[src/rtl/uart_tx.sv]
// UART transmitter: start, 8 data bits LSB first, optional parity, one stop bit.
// Define UART_TX_HOLD_EN to add a one-entry hold register for back-to-back frames.
module uart_tx #(
  parameter int unsigned OSR = 16
) (
  input  logic       clk,
  input  logic       rst,
  input  logic       sample_clk,
  input  logic       tx_en,
  input  logic       no_parity,
  input  logic       ev_parity,
  input  logic       tx_start,
  input  logic [7:0] tx_data,
  output logic       txd,
  output logic       tx_ready,
  output logic       tx_busy,
  output logic       tx_done
);

  typedef enum logic [2:0] {
    IDLE, START, DATA, PARITY, STOP
  } state_e;

  state_e     state_q, state_d;
  logic       sclk_q;
  logic [3:0] tick_q, tick_d;
  logic [2:0] bit_q, bit_d;
  logic [7:0] shift_q, shift_d;
  logic       np_q, np_d;
  logic       par_q, par_d;
  logic       txd_q, txd_d;
  logic       done_q, done_d;
  logic       tick, tx_pos, bit_end, accept;
  logic       load_new, new_par;

  assign tick    = sample_clk & ~sclk_q;
  assign tx_pos  = tx_en & tick;
  assign bit_end = tx_pos && (tick_q == 4'(OSR - 1));
  assign accept  = tx_start & tx_ready;
  assign new_par = ev_parity ? ^tx_data : ~^tx_data;

  assign txd     = txd_q;
  assign tx_busy = (state_q != IDLE);
  assign tx_done = done_q;

`ifdef UART_TX_HOLD_EN
  logic       hfull_q, hfull_d;
  logic [7:0] hdata_q, hdata_d;
  logic       hnp_q, hnp_d;
  logic       hpar_q, hpar_d;
  logic       load_hold;

  assign tx_ready = tx_en & ~hfull_q;
`else
  assign tx_ready = tx_en & (state_q == IDLE);
`endif

  always_comb begin
    state_d  = state_q;
    tick_d   = tick_q;
    bit_d    = bit_q;
    shift_d  = shift_q;
    np_d     = np_q;
    par_d    = par_q;
    done_d   = 1'b0;
    load_new = 1'b0;
`ifdef UART_TX_HOLD_EN
    hfull_d   = hfull_q;
    hdata_d   = hdata_q;
    hnp_d     = hnp_q;
    hpar_d    = hpar_q;
    load_hold = 1'b0;
`endif
    if (!tx_en) begin
      state_d = IDLE;
      tick_d  = '0;
      bit_d   = '0;
`ifdef UART_TX_HOLD_EN
      hfull_d = 1'b0;
`endif
    end else begin
      if (tx_pos && state_q != IDLE)
        tick_d = bit_end ? 4'd0 : tick_q + 4'd1;
      unique case (state_q)
        IDLE: if (accept) load_new = 1'b1;
        START: if (bit_end) state_d = DATA;
        DATA: if (bit_end) begin
          shift_d = {1'b1, shift_q[7:1]};
          bit_d   = bit_q + 3'd1;
          if (bit_q == 3'd7)
            state_d = np_q ? STOP : PARITY;
        end
        PARITY: if (bit_end) state_d = STOP;
        STOP: if (bit_end) begin
          done_d  = 1'b1;
          state_d = IDLE;
`ifdef UART_TX_HOLD_EN
          if (hfull_q) load_hold = 1'b1;
          else if (accept) load_new = 1'b1;
`endif
        end
        default: state_d = IDLE;
      endcase
`ifdef UART_TX_HOLD_EN
      // A byte accepted mid-frame waits in the hold register.
      if (accept && state_q != IDLE && !load_new) begin
        hfull_d = 1'b1;
        hdata_d = tx_data;
        hnp_d   = no_parity;
        hpar_d  = new_par;
      end
      if (load_hold) begin
        shift_d = hdata_q;
        np_d    = hnp_q;
        par_d   = hpar_q;
        bit_d   = '0;
        tick_d  = '0;
        state_d = START;
        hfull_d = 1'b0;
      end
`endif
      if (load_new) begin
        shift_d = tx_data;
        np_d    = no_parity;
        par_d   = new_par;
        bit_d   = '0;
        tick_d  = '0;
        state_d = START;
      end
    end
    unique case (state_d)
      START:   txd_d = 1'b0;
      DATA:    txd_d = shift_d[0];
      PARITY:  txd_d = par_d;
      default: txd_d = 1'b1;
    endcase
  end

  always_ff @(posedge clk) begin
    sclk_q <= sample_clk;
  end

  always_ff @(posedge clk) begin
    if (rst) begin
      state_q <= IDLE;
      tick_q  <= '0;
      bit_q   <= '0;
      shift_q <= 8'hFF;
      np_q    <= 1'b1;
      par_q   <= 1'b0;
      txd_q   <= 1'b1;
      done_q  <= 1'b0;
    end else begin
      state_q <= state_d;
      tick_q  <= tick_d;
      bit_q   <= bit_d;
      shift_q <= shift_d;
      np_q    <= np_d;
      par_q   <= par_d;
      txd_q   <= txd_d;
      done_q  <= done_d;
    end
  end

`ifdef UART_TX_HOLD_EN
  always_ff @(posedge clk) begin
    if (rst) begin
      hfull_q <= 1'b0;
      hdata_q <= '0;
      hnp_q   <= 1'b1;
      hpar_q  <= 1'b0;
    end else begin
      hfull_q <= hfull_d;
      hdata_q <= hdata_d;
      hnp_q   <= hnp_d;
      hpar_q  <= hpar_d;
    end
  end
`endif

endmodule

[config.mk]
export PLATFORM = sky130hd
export DESIGN_NAME = uart_tx
export DESIGN_NICKNAME = d
export VERILOG_FILES = /design/src/rtl/uart_tx.sv
export SDC_FILE = /design/constraint.sdc
export NUM_CORES = 1
export LEC_CHECK = 0
export CAP_MARGIN = 20
export CORE_AREA = 3 3 67 69
export CTS_BUF_LIST = sky130_fd_sc_hd__clkbuf_4 sky130_fd_sc_hd__clkbuf_8
export DETAILED_ROUTE_END_ITERATION = 10
export DIE_AREA = 0 0 70 72
export SKIP_CTS_REPAIR_TIMING = 1
export SYNTH_ARGS = -nofsm -noshare
export SYNTH_HDL_FRONTEND = slang
export SYNTH_SLANG_ARGS = --single-unit
[constraint.sdc]
create_clock -name clk -period 2.2 [get_ports clk]
set_clock_uncertainty 0.05 [all_clocks]
set_input_delay 0.33 -clock clk [delete_from_list [all_inputs] [get_ports clk]]
set_output_delay 0.33 -clock clk [all_outputs]
set_load 0.005 [all_outputs]
==> qor.txt, run 1 <==
=================================================================================
Routed wirelength normalized by instance count                            11.4 µm
Cell at the root of the clock tree                                       clkbuf_8
Internal cell power                                                    0.000646 W
Clk buf depth                                                                   2
Count of TritonRoute iterations in the first routing pass                       4
Sequential Power Share                                                      0.522
Run status                                                           finished clean
Core Util, Final                                                            0.390
Number of vias per cell                                                      4.80
Number of slew-limit violations in the final report                             0
Core Footprint                                                        0.00397 mm²
Number of global-route vias before repair                                     999
Count of yosys warnings during synthesis                                        0
Longest individual stage delay on the worst path                          0.51 ns
Final count of negative-setup-slack endpoints                                   0
Final sum of negative setup slack                                            0 ns
TritonCTS clock tree                                                         done
Max-Slew Margin vs Limit                                                    0.784
RSZ-0062 raised after global routing                                        false
Wire length of the first global-routing pass                              4.22 mm
Clock net sink count                                                           23
Total cell area at the placement stage                                0.00149 mm²
Number of diodes                                                                0
Data arrival time of the worst path                                       2.28 ns
Post-detailed-route count of antenna-violating nets                             0
Initial cell density of the core                                            0.296
Crit start category                                                     input pin
Average instance area after synthesis                                    8.96 µm²
Residual DRC count                                                              0
Slew of the pin with the lowest slew margin                              0.321 ns
I/O pin cnt                                                                    19
Initial antenna violation count                                                 0
Cell type with the highest aggregate area in the netlist                  dfxtp_1
Net switching power figure                                             0.000189 W
Overall track demand over capacity in global routing                        0.103
Cells after DPL                                                               207
Flip-flop and latch count after synthesis                                      23
Top cell type's share of synthesized area                                   0.392
Portion of the post-synthesis area used by sequential elements              0.392
Critical path origin                                                        tx_en
Max IR drop VDD                                                          0.211 mV
Number of standard cells after synthesis                                      131
Die Area                                                              0.00504 mm²
Max-cap violation count                                                         0
DR iter-0 viols                                                                58
Final critical-path share of the clock period                               0.993
Endpoint type of the worst setup path                                        flop
Slowest cell on the critical path                                           or4_1
FP Rows                                                                        23
Clock Power Share                                                           0.321
Critical setup path kind                                                   in2reg
Source-to-sink clock delay at the later pin of the worst-skew pair        0.26 ns
Power density over the cells                                           539 mW/mm²
Critical-path cell list                                              clkdlybuf4s50_1, and3b_1, nand4_2, mux2_4, or4_1, a211o_1
Largest cells by area after synthesis                                dfxtp_1, mux2i_1, xnor2_1, nor2_1, a21oi_1
Die width                                                                   70 µm
Final HPWL DP                                                             1.88 mm
Number of levels the H-tree was split into                                      1
CP max FO                                                                       2
Share of synthesized registers carrying an async set or reset                   0
Total Power                                                            0.000835 W
Area of the multi-input gates                                             692 µm²
Netlist area before placement                                         0.00117 mm²
Final standard cell count with taps included and fillers excluded             211
Synthesized netlist net count                                                 149
Primary FF master, synth                                                  dfxtp_1
Min-delay src                                                                np_q
Minimum clock period after layout                                         2.19 ns
CTS clk-pin slew, worst paths                                             0.07 ns
Launch instance of the worst register-to-register path                  tick_q[1]
Layout fillers                                                                400
Total number of vias                                                         1012
Last weighted congestion value of the routability-driven placer             0.945
Die height                                                                  72 µm
Area growth from synthesis to final layout                                  32.1%
Data required time of the worst path                                      2.30 ns
Number of port buffers                                                         18
Maximum number of pins on one net before global-route repair                   18
Post-synth EDFFs                                                                0
Fraction of power consumed by combinational cells                           0.157
Share of total power consumed by net switching                              0.226
Leakage power summed over all cells                                      0.641 nW
Drt total wl                                                              2.41 mm
Final non-filler cell area                                            0.00155 mm²
Inserted Clock Buffers                                                          3
Overall overflow remaining after global route                                   0
Ratio of cells with drive above 1 in the final layout                       0.174
Number of hold violations in the final report                                   0
Worst min-delay path class                                                reg2reg
Number of nets in the final layout                                            180
Sequential cell area                                                      462 µm²
Fmax                                                                      458 MHz
Synth cell types                                                               35
=================================================================================
## metrics by stage
| step | hold WS (ns) | worst slack (ns) |
|---|---|---|
| after detailed placement | 0.430 | -0.250 |
| final | 0.438 | 0.0148 |
| after global routing | 0.456 | 0.00156 |
| after floorplan | 0.308 | 0.0708 |
| after global placement | 0.425 | -0.197 |
| after CTS | 0.442 | 0.0181 |
## power by group through the flow
stage	Combinational, W	Sequential (W)	Clock, W
finish	0.000131	0.000436	0.000268
global route	0.000144	0.000438	0.000298
CTS	0.000132	0.000436	0.000280
detailed placement	0.000131	0.000446	0
global placement	0.000129	0.000446	0
floorplan	0.0000733	0.000444	0
## placed cells by master, fill, tap and decap left out
| master | netlist | routed |
|---|---|---|
| a211o_1 | 1 | 1 |
| a211oi_1 | 2 | 2 |
| a21oi_1 | 10 | 10 |
| a31oi_1 | 1 | 1 |
| a41oi_1 | 1 | 1 |
| and2_1 | 1 | 1 |
| and3_1 | 2 | 1 |
| and3_4 | 0 | 1 |
| and3b_1 | 1 | 1 |
| and4b_1 | 1 | 1 |
| buf_4 | 1 | 13 |
| clkbuf_4 | 0 | 1 |
| clkbuf_8 | 0 | 3 |
| clkdlybuf4s50_1 | 0 | 18 |
| dfxtp_1 | 23 | 22 |
| dfxtp_2 | 0 | 1 |
| ha_1 | 3 | 3 |
| inv_1 | 2 | 2 |
| mux2_4 | 1 | 1 |
| mux2i_1 | 11 | 11 |
| nand2_1 | 6 | 6 |
| nand2b_1 | 3 | 3 |
| nand3_1 | 3 | 3 |
| nand3b_1 | 4 | 4 |
| nand4_2 | 1 | 1 |
| nor2_1 | 18 | 18 |
| nor2b_1 | 1 | 1 |
| nor3_2 | 0 | 1 |
| nor3b_1 | 3 | 3 |
| nor4_1 | 1 | 1 |
| o21ai_0 | 3 | 3 |
| o21bai_1 | 2 | 2 |
| o31a_1 | 2 | 2 |
| or2_2 | 6 | 6 |
| or3_1 | 1 | 1 |
| or4_1 | 1 | 1 |
| xnor2_1 | 8 | 8 |
| xor2_1 | 2 | 2 |
## synth_stat cells (4+ instances only)
| cell type | n |
|---|---|
| a21oi_1 | 10 |
| xnor2_1 | 8 |
| nor2_1 | 18 |
| mux2i_1 | 11 |
| nand2_1 | 6 |
| nand3b_1 | 4 |
| dfxtp_1 | 23 |
| or2_2 | 6 |
## critical path, delay by kind of cell
| kind | cells | cell delay, ns |
|---|---|---|
| AOI/OAI and AO/OA | 1 | 0.27 |
| buffers and inverters | 1 | 0.48 |
| and+or+nand+nor | 3 | 0.86 |
| muxes | 1 | 0.33 |
## logic make-up (layout without fill, tap and decap cells)
kind of cell / Yosys count / in the layout / share of synthesized area
buf+inv: 7 / 37 / 0.0267
flops: 23 / 23 / 0.392
xor+xnor: 10 / 10 / 0.0746
mux: 12 / 12 / 0.107
compound gates: 22 / 22 / 0.116
simple gates: 54 / 54 / 0.252
fa+ha+maj: 3 / 3 / 0.0320
## cell type report
class	count	area share
Tap cell	50	0.0404
Inverter	2	0.00484
Sequential cell	23	0.298
Clock buffer	4	0.0315
Timing Repair Buffer	31	0.179
Multi-Input combinational cell	101	0.446
## worst paths after layout
| check | endpoint | slack, ns | cells past startpoint |
|---|---|---|---|
| max reg2reg | txd | 0.06 | 6 |
| max | txd | 0.01 | 6 |
| min | np_q | 0.44 | 2 |
| min reg2reg | np_q | 0.44 | 2 |
## sequential cells by signal (all words and copies together) (netlist names)
signal	count
par_q	1
tick_q	4
bit_q	3
sclk_q	1
txd	1
shift_q	8
tx_done	1
state_q	3
np_q	1
## layer usage
metal,track usage,share of wire,vias to the layer above
li1,-,-,518
met1,0.118,0.47,473
met2,0.182,0.48,17
met3,0.0222,0.037,4
met4,0.0511,0.017,0
met5,0,0,-
(Power assumes the default switching activity.)
==> inputs of run 2 (changes only) <==
--- a/config.mk
+++ b/config.mk
@@ -10,6 +10,7 @@
 export CTS_BUF_LIST = sky130_fd_sc_hd__clkbuf_4 sky130_fd_sc_hd__clkbuf_8
 export DETAILED_ROUTE_END_ITERATION = 10
 export DIE_AREA = 0 0 70 72
+export PLACE_DENSITY_LB_ADDON = 0.2
 export SKIP_CTS_REPAIR_TIMING = 1
 export SYNTH_ARGS = -nofsm -noshare
 export SYNTH_HDL_FRONTEND = slang
==> run 2 against run 1 <==
Die area did not move. Wire length rose by 8.3%. Via count shrank 0.59%. Combinational power barely moved. Fmax up 3.0%. Largest cell class unchanged.
==> qor.txt, run 2 (synthesis results as in run 1) <==
=================================================================================
Count of TritonRoute iterations in the first routing pass                       4   unchanged
Longest individual stage delay on the worst path                          0.50 ns   was 0.51 ns
Critical-path cell list                                              clkdlybuf4s50_1, and3b_2, nand4_2, mux2_4, or4_1, a211o_1   was clkdlybuf4s50_1, and3b_1, nand4_2, mux2_4, or4_1, a211o_1
CP max FO                                                                       2   unchanged
Met2 WL                                                                   1.16 mm   was 1.15 mm
Endpoint type of the worst setup path                                        flop   unchanged
Leading cell types in the layout, fill and taps excluded             dfxtp_1, nor2_1, clkdlybuf4s50_1   unchanged
Leading cell type in the layout, fill and taps excluded                   dfxtp_1   unchanged
Final sum of negative setup slack                                            0 ns   unchanged
Overall overflow remaining after global route                                   0   unchanged
Worst min-delay path class                                                 in2reg   was reg2reg
Max-Slew Margin vs Limit                                                    0.768   was 0.784
Slowest cell on the critical path                                           or4_1   unchanged
Final standard cell count with taps included and fillers excluded             212   was 211
Critical setup path kind                                                   in2reg   unchanged
Residual DRC count                                                              0   unchanged
Fmax                                                                      472 MHz   was 458 MHz
Overall track demand over capacity in global routing                        0.108   was 0.103
Core Util, Final                                                            0.392   was 0.390
Die height                                                                  72 µm   unchanged
Top layer used by detailed routing                                           met4   unchanged
Drt total wl                                                              2.61 mm   was 2.41 mm
Wire length of the first global-routing pass                              4.34 mm   was 4.22 mm
Leakage power summed over all cells                                      0.654 nW   was 0.641 nW
Die width                                                                   70 µm   unchanged
Number of levels the H-tree was split into                                      1   unchanged
Registers with the most flip-flops                                   shift_q x8, tick_q x4   unchanged
Area growth from synthesis to final layout                                  32.7%   was 32.1%
Final count of negative-setup-slack endpoints                                   0   unchanged
Max-cap violation count                                                         0   unchanged
Post-detailed-route count of antenna-violating nets                             0   unchanged
Number of vias per cell                                                      4.75   was 4.80
Cell at the root of the clock tree                                       clkbuf_8   unchanged
Initial cell density of the core                                            0.296   unchanged
Met3 wirelength from detailed routing                                      112 µm   was 90 µm
Data arrival time of the worst path                                       2.24 ns   was 2.28 ns
Initial antenna violation count                                                 0   unchanged
Die Area                                                              0.00504 mm²   unchanged
Clk buf depth                                                                   2   unchanged
Core Footprint                                                        0.00397 mm²   unchanged
Net switching power figure                                             0.000210 W   was 0.000189 W
Number of hold violations in the final report                                   0   unchanged
Minimum clock period after layout                                         2.12 ns   was 2.19 ns
Crit start category                                                     input pin   unchanged
Max IR drop VDD                                                          0.158 mV   was 0.211 mV
I/O pin cnt                                                                    19   unchanged
Worst-case reg-to-reg path depth                                                6   unchanged
CTS clk-pin slew, worst paths                                             0.09 ns   was 0.07 ns
Launch instance of the worst register-to-register path                  tick_q[0]   was tick_q[1]
Ratio of cells with drive above 1 in the final layout                       0.179   was 0.174
FP Rows                                                                        23   unchanged
Inserted Clock Buffers                                                          3   unchanged
Clock net sink count                                                           23   unchanged
Met1 wire length                                                          1.28 mm   was 1.13 mm
Share of total power consumed by net switching                              0.250   was 0.226
Sequential Power Share                                                      0.519   was 0.522
Min-delay src                                                          sample_clk   was np_q
Total number of vias                                                         1006   was 1012
Run status                                                           finished clean   unchanged
Endpoint of the worst hold path                                            sclk_q   was np_q
Final critical-path share of the clock period                               0.964   was 0.993
Instance count along the most critical hold path                                1   was 2
RSZ-0062 raised after global routing                                        false   unchanged
Number of global-route vias before repair                                     974   was 999
Fraction of power consumed by combinational cells                           0.152   was 0.157
Cells after DPL                                                               207   unchanged
Slew of the pin with the lowest slew margin                              0.345 ns   was 0.321 ns
Routed wirelength normalized by instance count                            12.3 µm   was 11.4 µm
Internal cell power                                                    0.000631 W   was 0.000646 W
Clock Power Share                                                           0.329   was 0.321
Endpoint of the lowest-slack register-to-register path                        txd   unchanged
Last weighted congestion value of the routability-driven placer             0.849   was 0.945
Biggest register                                                          shift_q   unchanged
Maximum number of pins on one net before global-route repair                   18   unchanged
Power density over the cells                                           540 mW/mm²   was 539 mW/mm²
Final HPWL DP                                                             1.98 mm   was 1.88 mm
TritonCTS clock tree                                                         done   unchanged
Worst-case register-to-register setup slack                               0.09 ns   was 0.06 ns
DR iter-0 viols                                                                27   was 58
Number of port buffers                                                         18   unchanged
Data required time of the worst path                                      2.32 ns   was 2.30 ns
Number of nets in the final layout                                            181   was 180
Source-to-sink clock delay at the later pin of the worst-skew pair        0.27 ns   was 0.26 ns
Number of slew-limit violations in the final report                             0   unchanged
Max FFs per register                                                            8   unchanged
Number of diodes                                                                0   unchanged
=================================================================================
-- run 2: power groups by stage --
| stage | clock network, W | logic (W) | registers (W) |
|---|---|---|---|
| after detailed placement | 0 | 0.000127 | 0.000446 |
| after global routing | 0.000297 | 0.000142 | 0.000438 |
| final | 0.000277 | 0.000128 | 0.000437 |
| after CTS | 0.000288 | 0.000128 | 0.000437 |
| after global placement | 0 | 0.000126 | 0.000446 |
| after floorplan | 0 | 0.0000733 | 0.000444 |
-- run 2: stage by stage --
step	setup slack, ns	cell area, µm²	power (W)	hold slack [ns]
after global placement	-0.207	1490	0.000571	0.423
after global routing	0.0142	1560	0.000877	0.175
after CTS	-0.0676	1540	0.000852	0.440
after detailed placement	-0.241	1490	0.000573	0.425
final	0.0791	1560	0.000841	0.165
after floorplan	0.0708	1170	0.000517	0.308
-- run 2: critical path: cells and delay by family --
kind | cells | cell delay, ns
muxes | 1 | 0.33
AOI/OAI and AO/OA | 1 | 0.27
buffers and inverters | 1 | 0.47
and+or+nand+nor | 3 | 0.83
-- run 2: area by class of cell --
class / count / area (µm²)
Fill cell: 414 / 2410
Multi-Input combinational cell: 101 / 693
Sequential cell: 23 / 460
Timing Repair Buffer: 32 / 288
Tap cell: 50 / 62.6
Clock buffer: 3 / 41.3
Inverter: 2 / 7.51
Clock inverter: 1 / 5.00
-- run 2: how the worst max path moves through the flow --
| stage | startpoint | cells after the start | endpoint |
|---|---|---|---|
| detailed placement | sample_clk | 6 | txd |
| global placement | sample_clk | 6 | txd |
| CTS | state_q[1] | 3 | tx_ready |
| finish | tx_en | 6 | txd |
| global route | tick_q[0] | 6 | txd |
| floorplan | tick_q[0] | 6 | txd |
-- run 2: per-layer routing --
metal / global-route usage / up-vias
li1: - / 520
met1: 0.134 / 461
met2: 0.180 / 20
met3: 0.0235 / 5
met4: 0.0511 / 0
met5: 0 / -
==> inputs of run 3 (changes only) <==
--- a/config.mk
+++ b/config.mk
@@ -12,6 +12,7 @@
 export DIE_AREA = 0 0 70 72
 export PLACE_DENSITY_LB_ADDON = 0.2
 export SKIP_CTS_REPAIR_TIMING = 1
+export SLEW_MARGIN = 20
 export SYNTH_ARGS = -nofsm -noshare
 export SYNTH_HDL_FRONTEND = slang
 export SYNTH_SLANG_ARGS = --single-unit
==> results of run 3 <==
Same layout as run 2: the final DEF is identical, and so are final timing and power.
